[src/rtl/audio_pcm_reader.sv]
// Audio sample FIFO consumer: phase-accumulator paced frame fetch, 8/16-bit mono/stereo
// assembly and 4-bit volume. Define AUDIO_PCM_UNDERRUN_CNT_EN to add the underrun_count port.
module audio_pcm_reader #(
    parameter int ACC_BITS = 7,
    parameter int RATE_MAX = 128
) (
    input  logic        clk,
    input  logic        rst,
    input  logic        sample_tick,
    input  logic [7:0]  rate,
    input  logic        mode_stereo,
    input  logic        mode_16bit,
    input  logic [3:0]  volume,
    input  logic [7:0]  fifo_rddata,
    input  logic        fifo_empty,
    output logic        fifo_rd_en,
    output logic [15:0] left_out,
    output logic [15:0] right_out,
    output logic        out_valid,
`ifdef AUDIO_PCM_UNDERRUN_CNT_EN
    output logic [7:0]  underrun_count,
`endif
    output logic        underrun
);

    typedef enum logic [1:0] {IDLE, FETCH, ASSEMBLE, SCALE} state_t;

    state_t                state_q, state_d;
    logic [ACC_BITS-1:0]   acc_q, acc_d;
    logic [ACC_BITS:0]     acc_sum, rate_c;
    logic [1:0]            cnt_q, cnt_d;
    logic [1:0]            last_idx;
    logic                  rd_pend_q, rd_pend_d;
    logic [1:0]            rd_idx_q, rd_idx_d;
    logic [3:0][7:0]       bytes_q, bytes_d;
    logic                  miss_q, miss_d;
    logic                  stereo_q, stereo_d;
    logic                  b16_q, b16_d;
    logic [3:0]            vol_q, vol_d;
    logic [15:0]           samp_l_q, samp_l_d;
    logic [15:0]           samp_r_q, samp_r_d;
    logic [15:0]           left_q, left_d;
    logic [15:0]           right_q, right_d;
    logic                  out_valid_q, out_valid_d;
    logic                  underrun_q, underrun_d;
    logic                  rd_en;

    // Product is 21-bit signed; the >>> rounds toward minus infinity before truncation.
    function automatic logic [15:0] scale(input logic [15:0] s, input logic [3:0] v);
        logic signed [20:0] p;
        logic signed [20:0] sh;
        if (v == 4'd0) return 16'h0000;
        p  = $signed({{5{s[15]}}, s}) * $signed(21'({1'b0, v}) + 21'd1);
        sh = p >>> 4;
        return sh[15:0];
    endfunction

    // Index of the final byte slot: 0, 1, 1, 3 for frame sizes 1, 2, 2, 4.
    assign last_idx = {stereo_q & b16_q, stereo_q | b16_q};

    // NOTE: every signal written here gets a default first, so no path can infer a latch.
    always_comb begin
        state_d     = state_q;
        acc_d       = acc_q;
        cnt_d       = cnt_q;
        rd_pend_d   = 1'b0;
        rd_idx_d    = rd_idx_q;
        bytes_d     = bytes_q;
        miss_d      = miss_q;
        stereo_d    = stereo_q;
        b16_d       = b16_q;
        vol_d       = vol_q;
        samp_l_d    = samp_l_q;
        samp_r_d    = samp_r_q;
        left_d      = left_q;
        right_d     = right_q;
        out_valid_d = 1'b0;
        underrun_d  = 1'b0;
        rd_en       = 1'b0;

        rate_c  = (32'(rate) > RATE_MAX) ? (ACC_BITS+1)'(RATE_MAX) : (ACC_BITS+1)'(rate);
        acc_sum = {1'b0, acc_q} + rate_c;
        if (sample_tick) acc_d = acc_sum[ACC_BITS-1:0];

        // Read data arrives one cycle after its request, including the last byte during ASSEMBLE.
        if (rd_pend_q) bytes_d[rd_idx_q] = fifo_rddata;

        case (state_q)
            IDLE: begin
                if (sample_tick && acc_sum[ACC_BITS]) begin
                    state_d  = FETCH;
                    cnt_d    = 2'd0;
                    miss_d   = 1'b0;
                    bytes_d  = '0;
                    stereo_d = mode_stereo;
                    b16_d    = mode_16bit;
                    vol_d    = volume;
                end
            end
            FETCH: begin
                rd_en = !fifo_empty;
                if (rd_en) begin
                    rd_pend_d = 1'b1;
                    rd_idx_d  = cnt_q;
                end else begin
                    miss_d = 1'b1;
                end
                cnt_d = cnt_q + 2'd1;
                if (cnt_q == last_idx) state_d = ASSEMBLE;
            end
            ASSEMBLE: begin
                if (b16_q) begin
                    samp_l_d = {bytes_d[1], bytes_d[0]};
                    samp_r_d = stereo_q ? {bytes_d[3], bytes_d[2]} : {bytes_d[1], bytes_d[0]};
                end else begin
                    samp_l_d = {bytes_d[0], 8'h00};
                    samp_r_d = stereo_q ? {bytes_d[1], 8'h00} : {bytes_d[0], 8'h00};
                end
                state_d = SCALE;
            end
            SCALE: begin
                left_d      = scale(samp_l_q, vol_q);
                right_d     = scale(samp_r_q, vol_q);
                out_valid_d = 1'b1;
                underrun_d  = miss_q;
                state_d     = IDLE;
            end
            default: state_d = IDLE;
        endcase
    end

    // NOTE: sequential state uses non-blocking assignments only; blocking here would race readers.
    always_ff @(posedge clk) begin
        if (rst) begin
            state_q     <= IDLE;
            acc_q       <= '0;
            cnt_q       <= '0;
            rd_pend_q   <= 1'b0;
            rd_idx_q    <= '0;
            // NOTE: the byte store is tiny, so it is reset along with everything else.
            bytes_q     <= '0;
            miss_q      <= 1'b0;
            stereo_q    <= 1'b0;
            b16_q       <= 1'b0;
            vol_q       <= '0;
            samp_l_q    <= '0;
            samp_r_q    <= '0;
            left_q      <= '0;
            right_q     <= '0;
            out_valid_q <= 1'b0;
            underrun_q  <= 1'b0;
        end else begin
            state_q     <= state_d;
            acc_q       <= acc_d;
            cnt_q       <= cnt_d;
            rd_pend_q   <= rd_pend_d;
            rd_idx_q    <= rd_idx_d;
            bytes_q     <= bytes_d;
            miss_q      <= miss_d;
            stereo_q    <= stereo_d;
            b16_q       <= b16_d;
            vol_q       <= vol_d;
            samp_l_q    <= samp_l_d;
            samp_r_q    <= samp_r_d;
            left_q      <= left_d;
            right_q     <= right_d;
            out_valid_q <= out_valid_d;
            underrun_q  <= underrun_d;
        end
    end

`ifdef AUDIO_PCM_UNDERRUN_CNT_EN
    logic [7:0] ucnt_q, ucnt_d;

    always_comb begin
        ucnt_d = ucnt_q;
        if (state_q == SCALE && miss_q && ucnt_q != 8'hFF) ucnt_d = ucnt_q + 8'd1;
    end

    always_ff @(posedge clk) begin
        if (rst) ucnt_q <= '0;
        else     ucnt_q <= ucnt_d;
    end

    assign underrun_count = ucnt_q;
`endif

    // Reads are suppressed while reset is held even though the state register has not yet cleared.
    assign fifo_rd_en = rd_en && !rst;
    assign left_out   = left_q;
    assign right_out  = right_q;
    assign out_valid  = out_valid_q;
    assign underrun   = underrun_q;

endmodule

[config.mk]
export PLATFORM = sky130hd
export DESIGN_NAME = audio_pcm_reader
export DESIGN_NICKNAME = d
export VERILOG_FILES = /design/src/rtl/audio_pcm_reader.sv
export SDC_FILE = /design/constraint.sdc
export NUM_CORES = 1
export LEC_CHECK = 0
export CORE_ASPECT_RATIO = 1.4
export CORE_MARGIN = 8
export CORE_UTILIZATION = 65
export CTS_CLUSTER_DIAMETER = 50
export DETAILED_ROUTE_END_ITERATION = 16
export GPL_TIMING_DRIVEN = 0
export PLACE_DENSITY = 0.95
export SYNTH_ARGS = -nofsm -noshare
export SYNTH_HDL_FRONTEND = slang
export SYNTH_SLANG_ARGS = --single-unit
[constraint.sdc]
create_clock -name clk -period 14.2 [get_ports clk]
set_input_delay 2.84 -clock clk [delete_from_list [all_inputs] [get_ports clk]]
set_output_delay 2.84 -clock clk [all_outputs]
set_load 0.1 [all_outputs]
==> flow_summary.toml <==
[yosys]
syn-cell-area_mm2 = 0.01056
post_synth_edffs = 0
seq_area_frac_synth = 0.2257
post_synth_inst_count = 1148
largest_area_contributor_in_the_synthesized_netlist = "sky130_fd_sc_hd__dfxtp_1"
synth_area_leaders = "sky130_fd_sc_hd__dfxtp_1 (23%), sky130_fd_sc_hd__fa_1 (18%), sky130_fd_sc_hd__ha_1 (9.5%)"
synth_net_count = 1347
synth.lib_cells_used.distinct = 62
synth-warning-count = 0
synth_top_cell_area_share = 0.2257
dominantRegCellSynth = "sky130_fd_sc_hd__dfxtp_1"
mean_cell_area_of_the_mapped_netlist_um2 = 9.195
synth.ff_latch_count = 119
ys_async_sr_fraction = 0

[floorplan]
pin_count = 61
floorplan.die_area_mm2 = 0.02063
chipHeight_um = 166.8
placementRows = 55
dieWidth_um = 123.7
floorplan.initialDensity = 0.6584
core_area_mm2 = 0.01603

[sta]
tightest_slew_ns = 1.013
hold_violations = 0
max_slew_margin = 0.3224
rsz0062_at_grt = "no"
fmaxAchievable_mhz = 124.9
finalClockSkew_ns = 0.01023
finalSetupViolations = 0
post-route-period-util = 0.5639
finalCriticalPeriod_ns = 8.007
maxSlewViolCount = 0
fin_tns_setup_ns = 0
fin_worst_hold_slack_ns = 0.4703

[hold_path]
hold_path.class = "flop to flop"
whs_endpoint = "left_out[3]$_SDFFE_PP0P_"
hold_path_depth = 2
hp-start = "left_out[3]$_SDFFE_PP0P_"

[grt]
pin_count_of_the_biggest_net_entering_global_routing = 17
globalRouteOverflowTotal = 0
antenna_found_initial = 0
vias_in_the_first_global_route = 9237
groute.usage.overall = 0.2873
grt_pass1_wl_um = 46570

[layout]
nFillCells = 978
fin_nets = 1426
final_layout_size_suffix_gt1_frac = 0.06532
regArea_mm2 = 0.002382
area_growth_pct = 13.54
multi_input_gate_area_in_the_final_layout_mm2 = 0.007341
final_core_util = 0.7475

[routing]
final_antenna_net_count = 0
route.final.wire_length_um = 28510
violation_count_after_the_first_detailed_routing_iteration = 809
avgRoutedWirePerCell_um = 19.80
drtPass1Iterations = 8
drcViolationCount = 0
viasPerCell = 6.111
route.vias.total = 8800

[critical_path]
worstPathArrival_ns = 5.17
timing.critical_path.max_delay_family = "buffers and inverters"
critical_path.n_buffers_inverters = 4
timing.critical_path.cells = "clkdlybuf4s50_1 -> clkbuf_1 -> inv_1 -> and2_1 -> clkdlybuf4s50_1"
ff2ff_path_depth = 18
critical_path.reg2reg.endpoint = "left_out[15]$_SDFFE_PP0P_"
worst-endpoint-required_ns = 11.36
critical-path-slowest-cell = "sky130_fd_sc_hd__clkdlybuf4s50_1"
worst_path_most_repeated_cell = "sky130_fd_sc_hd__clkdlybuf4s50_1"
critical-path-max-stage-delay_ns = 0.96
worstSetupEndpointType = "primary output"
regToRegStartpoint = "vol_q[0]$_SDFFE_PP0P_"
critPathKind = "input pin to primary output"
timing.critical_path.fanout_max = 10
critical_path.startpoint_type = "input pin"
reg2reg_slack_ns = 8.48

[power]
power.ir.vdd_worst_mv = 0.09180
power_density_mw_per_mm2 = 97.40
static_leakage_power_nw = 5.588

[cts]
deepest_clock_path_buffer_count = 2
clock_tree_from_tritoncts = "yes"
cts_hold_repair.buffers = 0
cts.clk_slew.worst_paths_ns = 0.06
clock_tree.htree_level_count = 4
later_pin_clock_latency_in_the_skew_report_ns = 0.43
postCtsSetupBuffers = 0
cts.root.buffer_cell = "sky130_fd_sc_hd__clkbuf_16"
cts_buffers = 17
cts_num_sinks = 119
cts_resized = 0

[run]
number_of_maximum_capacitance_violations = 0

[placement]
port_buffers = 60
detailed_place_hpwl_um = 20500
gp_congestion = 0.9299

[run_status]
outcome = "finished, final reports clean"
power breakdown:
group          leakage [nW]  total [W]  internal [W]  switching [W]
sequential            0.961   0.000383      0.000355      0.0000281
clock                 0.279   0.000430      0.000249       0.000181
combinational          4.35   0.000354      0.000131       0.000223
layout make-up:
type	count	area share
Antenna cell	1	0.0002088
Buffer	46	0.01942
Clock buffer	18	0.03664
Clock inverter	14	0.01148
Inverter	160	0.05011
Multi-Input combinational cell	823	0.6125
Sequential cell	119	0.1988
Tap cell	199	0.02077
Timing Repair Buffer	60	0.05011
through the flow:
step                      setup slack, ns  area, um2  std cells  total power, W
after floorplan                     7.448      10560       1148       0.0006317
after global placement              6.244      11410       1407       0.0007032
after detailed placement            6.245      11410       1407       0.0007197
after CTS                           6.205      11980       1439        0.001154
after global routing                6.047      11980       1439        0.001211
final                               6.193      11990       1440        0.001167
worst reg2reg max path, cell delays in order (launching register included):
cell and delay (ns):
sky130_fd_sc_hd__dfxtp_1 0.48, sky130_fd_sc_hd__inv_1 0.14, sky130_fd_sc_hd__ha_1 0.41, sky130_fd_sc_hd__clkbuf_1 0.48, sky130_fd_sc_hd__clkbuf_1 0.40, sky130_fd_sc_hd__and2_1 0.23
sky130_fd_sc_hd__fa_1 0.49, sky130_fd_sc_hd__fa_1 0.57, sky130_fd_sc_hd__inv_1 0.06, sky130_fd_sc_hd__fa_1 0.47, sky130_fd_sc_hd__inv_1 0.04, sky130_fd_sc_hd__ha_1 0.33
sky130_fd_sc_hd__o21ai_1 0.27, sky130_fd_sc_hd__o21a_1 0.22, sky130_fd_sc_hd__o31ai_1 0.11, sky130_fd_sc_hd__o31a_1 0.33, sky130_fd_sc_hd__a311oi_2 0.31, sky130_fd_sc_hd__xnor2_1 0.12
sky130_fd_sc_hd__a22o_1 0.18
state kept, by name, summed over array words and instances, names as in the netlist, 2 cells and up:
register   cells
acc_q          7
bytes_q       32
cnt_q          2
left_out      16
rd_idx_q       2
right_out     16
samp_l_q      16
samp_r_q      16
state_q        2
vol_q          4
placed cells by master (no fill, tap or decap), types with 4 or more instances in the layout:
master and instances:
sky130_fd_sc_hd__xnor2_1 30, sky130_fd_sc_hd__clkbuf_1 36, sky130_fd_sc_hd__nand3_1 11, sky130_fd_sc_hd__nand4_1 5, sky130_fd_sc_hd__nor2b_1 89, sky130_fd_sc_hd__clkbuf_16 17, sky130_fd_sc_hd__a211oi_1 26, sky130_fd_sc_hd__ha_1 80
sky130_fd_sc_hd__fa_1 93, sky130_fd_sc_hd__o21a_1 9, sky130_fd_sc_hd__a31oi_1 6, sky130_fd_sc_hd__nand2b_1 7, sky130_fd_sc_hd__dfxtp_1 119, sky130_fd_sc_hd__inv_1 160, sky130_fd_sc_hd__a22o_1 24, sky130_fd_sc_hd__o21ai_0 14
sky130_fd_sc_hd__clkdlybuf4s50_1 60, sky130_fd_sc_hd__nor2_1 71, sky130_fd_sc_hd__a21oi_1 54, sky130_fd_sc_hd__nand2_1 29, sky130_fd_sc_hd__xor2_1 13, sky130_fd_sc_hd__and2_1 93, sky130_fd_sc_hd__o21bai_1 5, sky130_fd_sc_hd__nand3b_1 4
sky130_fd_sc_hd__nor2_4 29, sky130_fd_sc_hd__o21ai_1 4, sky130_fd_sc_hd__mux2i_1 68, sky130_fd_sc_hd__inv_6 7, sky130_fd_sc_hd__a21o_1 14
routing by layer:
| layer | up-vias | routed length, um | global-route usage |
|---|---|---|---|
| met5 | - | 0 | 0 |
| met4 | 0 | 2065 | 0.2091 |
| met3 | 185 | 2163 | 0.05245 |
| met2 | 538 | 14060 | 0.4755 |
| met1 | 4154 | 10220 | 0.3193 |
| li1 | 3923 | - | - |
cells by family (layout without fill, tap and decap cells):
family          count (synthesis)  count (layout)  share of synthesized area
buf+inv                       206             298                    0.07894
xor+xnor                       43              43                    0.03568
simple gates                  353             353                     0.1994
flops                         119             119                     0.2257
other cells                     0               1                          0
compound gates                183             183                     0.1204
fa+ha+maj                     173             173                     0.2712
mux                            71              71                    0.06874
cell usage after synthesis, drive strengths merged (2+ instances only):
cell / instances
nor2: 101
clkbuf: 36
and3: 3
xor2: 13
o31ai: 2
inv: 160
nand2: 29
a311oi: 2
mux2: 2
o21ai: 19
a22o: 24
a31oi: 6
nor3: 2
a21oi: 55
ha: 80
nor2b: 89
fa: 93
or3: 3
mux2i: 69
o221ai: 2
a211oi: 29
and2: 93
o21bai: 5
nand2b: 7
xnor2: 30
o21a: 9
dfxtp: 119
a32o: 2
nand3b: 4
nand4: 5
o41ai: 2
o211ai: 2
nand3: 11
buf: 10
a21o: 14
worst max path at each step:
stage,slack [ns],cells after the start,from,end
after floorplan,7.45,3,rst,fifo_rd_en
after global placement,6.24,5,rst,fifo_rd_en
after detailed placement,6.24,5,rst,fifo_rd_en
after CTS,6.20,5,rst,fifo_rd_en
after global routing,6.05,5,rst,fifo_rd_en
final,6.19,5,rst,fifo_rd_en
Power figures use the tool's default switching activity.
